**src/rtl/ip_ram_pkg.sv**
```systemverilog
// Shared defaults for the single-port RAM bring-up block.
//   AddrW    - RAM address width
//   DataW    - RAM data width
//   Depth    - number of RAM words (2**AddrW)
//   PhaseLen - cycles spent in each of the write and read phases
package ip_ram_pkg;

  localparam int unsigned AddrW    = 5;
  localparam int unsigned DataW    = 8;
  localparam int unsigned Depth    = 32;
  localparam int unsigned PhaseLen = Depth;

endpackage

```
**src/rtl/spram_sync.sv**
```systemverilog
// Generic single-port synchronous RAM, write-no-change read mode.
//   sys_clk   - clock, all activity on posedge
//   sys_rst_n - synchronous active-low reset, clears douta only (array is not reset)
//   ena       - port enable
//   wea       - 1 = write dina to mem[addra], 0 = read mem[addra]
//   addra     - word address
//   dina      - write data
//   douta     - read data, valid one cycle after a read is presented
module spram_sync #(
  parameter int unsigned ADDR_W = 5,
  parameter int unsigned DATA_W = 8,
  parameter int unsigned DEPTH  = 32
) (
  input  logic              sys_clk,
  input  logic              sys_rst_n,
  input  logic              ena,
  input  logic              wea,
  input  logic [ADDR_W-1:0] addra,
  input  logic [DATA_W-1:0] dina,
  output logic [DATA_W-1:0] douta
);

  logic [DATA_W-1:0] mem [DEPTH];
  logic [DATA_W-1:0] douta_q;

  // Array is kept out of reset so its contents survive a controller restart.
  always_ff @(posedge sys_clk) begin
    if (ena && wea) begin
      mem[addra] <= dina;
    end
  end

  // douta holds on writes and when disabled (no write-through).
  always_ff @(posedge sys_clk) begin
    if (!sys_rst_n) begin
      douta_q <= '0;
    end else if (ena && !wea) begin
      douta_q <= mem[addra];
    end
  end

  assign douta = douta_q;

endmodule

```
**src/rtl/ip_1port_ram_rw.sv**
```systemverilog
// Self-stimulating write/read controller around a single-port RAM.
// After reset it writes addr->addr to every word, then reads every word back,
// repeating forever with a period of 2*DEPTH cycles.
//   sys_clk   - system clock
//   sys_rst_n - synchronous active-low reset
//   ena       - RAM port enable (registered)
//   wea       - RAM write enable, 1 during the write phase (registered)
//   addra     - RAM address (registered)
//   dina      - RAM write data, zero during reads (registered)
//   douta     - RAM read data
module ip_1port_ram_rw
  import ip_ram_pkg::*;
#(
  parameter int unsigned ADDR_W = AddrW,
  parameter int unsigned DATA_W = DataW,
  parameter int unsigned DEPTH  = Depth
) (
  input  logic              sys_clk,
  input  logic              sys_rst_n,
  output logic              ena,
  output logic              wea,
  output logic [ADDR_W-1:0] addra,
  output logic [DATA_W-1:0] dina,
  output logic [DATA_W-1:0] douta
);

  if (DEPTH != (2 ** ADDR_W)) begin : g_bad_depth
    $error("DEPTH must equal 2**ADDR_W");
  end

  // One extra bit over the address: MSB clear = write phase, set = read phase.
  logic [ADDR_W:0]   rw_cnt_q, rw_cnt_d;
  logic              ena_q, ena_d;
  logic              wea_q, wea_d;
  logic [ADDR_W-1:0] addra_q, addra_d;
  logic [DATA_W-1:0] dina_q, dina_d;

  always_comb begin
    rw_cnt_d = rw_cnt_q + 1'b1;
    ena_d    = 1'b1;
    wea_d    = ~rw_cnt_q[ADDR_W];
    addra_d  = rw_cnt_q[ADDR_W-1:0];
    dina_d   = '0;
    if (wea_d) begin
      dina_d = DATA_W'(rw_cnt_q[ADDR_W-1:0]);
    end
  end

  always_ff @(posedge sys_clk) begin
    if (!sys_rst_n) begin
      rw_cnt_q <= '0;
      ena_q    <= 1'b0;
      wea_q    <= 1'b0;
      addra_q  <= '0;
      dina_q   <= '0;
    end else begin
      rw_cnt_q <= rw_cnt_d;
      ena_q    <= ena_d;
      wea_q    <= wea_d;
      addra_q  <= addra_d;
      dina_q   <= dina_d;
    end
  end

  assign ena   = ena_q;
  assign wea   = wea_q;
  assign addra = addra_q;
  assign dina  = dina_q;

  spram_sync #(
    .ADDR_W(ADDR_W),
    .DATA_W(DATA_W),
    .DEPTH (DEPTH)
  ) u_ram (
    .sys_clk  (sys_clk),
    .sys_rst_n(sys_rst_n),
    .ena      (ena_q),
    .wea      (wea_q),
    .addra    (addra_q),
    .dina     (dina_q),
    .douta    (douta)
  );

endmodule

```
**config.mk**
```make
export PLATFORM = sky130hd
export DESIGN_NAME = ip_1port_ram_rw
export DESIGN_NICKNAME = d
export VERILOG_FILES = /design/src/rtl/ip_ram_pkg.sv /design/src/rtl/spram_sync.sv /design/src/rtl/ip_1port_ram_rw.sv
export SDC_FILE = /design/constraint.sdc
export NUM_CORES = 1
export LEC_CHECK = 0
export BUFFER_PORTS_ARGS = -buffer_cell sky130_fd_sc_hd__buf_4
export CAP_MARGIN = 20
export CORE_UTILIZATION = 45
export CTS_BUF_LIST = sky130_fd_sc_hd__clkbuf_4
export DETAILED_ROUTE_END_ITERATION = 8
export GPL_TIMING_DRIVEN = 1
export SYNTH_ARGS = -nofsm -noshare
export SYNTH_HDL_FRONTEND = slang
export SYNTH_SLANG_ARGS = --single-unit
```
**constraint.sdc**
```tcl
create_clock -name sys_clk -period 2.6 [get_ports sys_clk]
set_clock_uncertainty 0.2 [all_clocks]
set_input_delay 0.13 -clock sys_clk [delete_from_list [all_inputs] [get_ports sys_clk]]
set_output_delay 0.13 -clock sys_clk [all_outputs]
set_load 0.1 [all_outputs]
```
==> flow_metrics.tcl <==
set metrics [dict create \
    avgSynthCellArea_sq_um 17.36 \
    maxSlewViolCount 0 \
    ys_seq_area_share_pct 72.39 \
    final_common_cell "edfxtp_1" \
    vdd_drop_max_mv 0.4082 \
    critPathKind "reg -> reg" \
    io_pins 25 \
    synth_seq_cells 183 \
    leakage_nw 2.479 \
    dp_hpwl_mm 10.34 \
    path_cells "buf_12 > mux4_1 > a32o_1 > a211oi_1 > a31oi_1" \
    area_growth_pct 9.049 \
    pre_cts_slack_ns 0.3989 \
    postCtsSetupRepairBufs 0 \
    h-tree-depth 4 \
    critPathLaunchType "register" \
    synthArstFlopShare_pct 0 \
    maxCapViolCount 0 \
    overflow 0 \
    synthTopCellsByArea "edfxtp_1 66%, dfxtp_1 6.3%, mux4_2 5.0%, mux2i_1 4.3%, mux4_1 2.9%" \
    die_y_microns 129.1 \
    vias 3798 \
    drc 0 \
    via_per_inst 5.561 \
    grt_pass1_wl_mm 23.57 \
    n_antenna_cell 0 \
    worst_pin_slew_ns 0.5501 \
    clk_path_buf_depth 2 \
    drtIter0Drc 369 \
    status "finished, final reports clean" \
    clk_pin_slew_ns 0.14 \
    tritoncts "yes" \
    wl_mm 15.45 \
    synthFlopType "edfxtp_1" \
    cts_made_buffers 17 \
    cp-end-kind "register" \
    dieArea_sq_um 16670 \
    final_cell_mix "160 x edfxtp_1, 37 x nor2_1, 34 x buf_4, 31 x mux2i_1, 19 x dfxtp_1" \
    antenna_left 0 \
    root_buffer "clkbuf_4" \
    cp_slowest_cell "mux4_1" \
    relSlewSlack_pct 63.28 \
    critPathTopFamily "compound AO/OA/AOI/OAI gates" \
    min_period_ns 2.240 \
    synth_area_sq_um 7273 \
    nNetsFinal 457 \
    placed_area_sq_um 7687 \
    cp.arrival_ns 2.51 \
    setup_viol 0 \
    fin_area_sq_um 7931 \
    start_util_pct 45.95 \
    synthCells 419 \
    clock_sinks 183 \
    max_clock_freq_mhz 446.5 \
    synth_cell_types 55 \
    clk_latency_ns 0.58 \
    hold_viol 0 \
    drive_gt1_share_pct 19.91 \
    synth_edf_count 160 \
    rsz0062_at_grt "false" \
    yosys.area.top_type "edfxtp_1" \
    p_per_area_nw_per_um2 624.8 \
    rows 46 \
    die_x_microns 129.1 \
    cp_num_buf_inv 1 \
    globalplace.congestion 0.9577 \
    first_pass_iters 4 \
    slowest_delay_ns 0.57 \
    ys_warn_count 0 \
    synth_top_cell_area_share_pct 66.06 \
    setup_tns_ns 0 \
    hold_class "in -> reg" \
    timing.final.crit_share_pct 86.14 \
    setup_ws_ns 0.3604 \
    port_buffers 18 \
    antenna_found_initial 0 \
    grt_use_total_pct 20.56 \
    core_area_sq_um 15830 \
    grt_pass1_vias 3707 \
    worstPathMaxFanout 27 \
    wl_per_cell_microns 22.62 \
    required_ns 2.87 \
    grt_max_degree 31 \
]
[state kept, by name, indices dropped and copies added, names as in the netlist]
signal and count:
addra 5, dina 5, ena 1, rw_cnt_q 6
u_ram.douta 5, u_ram.mem 160, wea 1
[metrics by stage]
| step | hold slack, ns | utilization [%] | total power [W] | cells |
|---|---|---|---|---|
| 2_1_floorplan | -0.04228 | - | 0.003566 | 424 |
| 3_3_place_gp | 0.1945 | 48.57 | 0.003651 | 650 |
| 3_5_place_dp | 0.1929 | 48.57 | 0.003653 | 650 |
| 4_1_cts | 0.09826 | 50.11 | 0.004998 | 683 |
| 5_1_grt | 0.09032 | 50.11 | 0.005119 | 683 |
| 6_report | 0.1360 | 50.11 | 0.004955 | 683 |
[area by class of cell]
class	count	area, sq um
Sequential cell	183	5273
Inverter	1	3.754
Tap cell	216	270.3
Multi-Input combinational cell	213	1826
Fill cell	1314	7896
Clock inverter	14	98.84
Clock buffer	18	135.1
Timing Repair Buffer	38	325.3
[layer usage]
layer	part of all wire, %	vias up	track usage, %
met5	0	-	0
met4	2.4	0	9.273
met3	6.3	24	5.863
met2	46	154	30.04
met1	45	1907	28.69
li1	-	1713	-
[power breakdown]
part | total, W | internal, W | switching [W]
registers | 0.00322 | 0.00319 | 0.0000300
logic | 0.000364 | 0.000109 | 0.000255
clock network | 0.00137 | 0.000394 | 0.000974
[logic make-up after synthesis]
| group | synth area share (%) |
|---|---|
| AO/OA/AOI/OAI | 4.559 |
| XOR/XNOR | 0.4818 |
| adder cells (fa/ha/maj) | 0.1720 |
| buffers and inverters | 2.769 |
| flip-flops | 72.39 |
| multiplexers | 12.27 |
| other | 0.05156 |
| AND/OR/NAND/NOR | 7.311 |
[path summary, 6_finish.rpt]
| check | startpoint | endpoint | slack, ns | depth (start not counted) |
|---|---|---|---|---|
| max | addra[0] | u_ram.douta[0] | 0.36 | 5 |
| min | sys_rst_n | ena | 0.14 | 2 |
| max reg2reg | addra[0] | u_ram.douta[0] | 0.36 | 5 |
| min reg2reg | rw_cnt_q[0] | rw_cnt_q[0] | 0.30 | 1 |
[cell usage after synthesis (all sizes together), types with 3 or more instances]
cell / instances
clkbuf: 3
nand3: 6
a211oi: 3
and2: 14
o22ai: 4
nor2: 37
nor2b: 10
o21ai: 6
nand2: 13
buf: 24
mux4: 24
nand2b: 6
mux2i: 31
nor3: 3
dfxtp: 23
xnor2: 3
o221ai: 4
a31oi: 4
nand3b: 3
edfxtp: 160
[timing repair]
item	in CTS	in global routing
gates resized for setup	0	0
hold buffers	1	0
endpoints found under the hold margin	23	0
(Power assumes the default switching activity.)
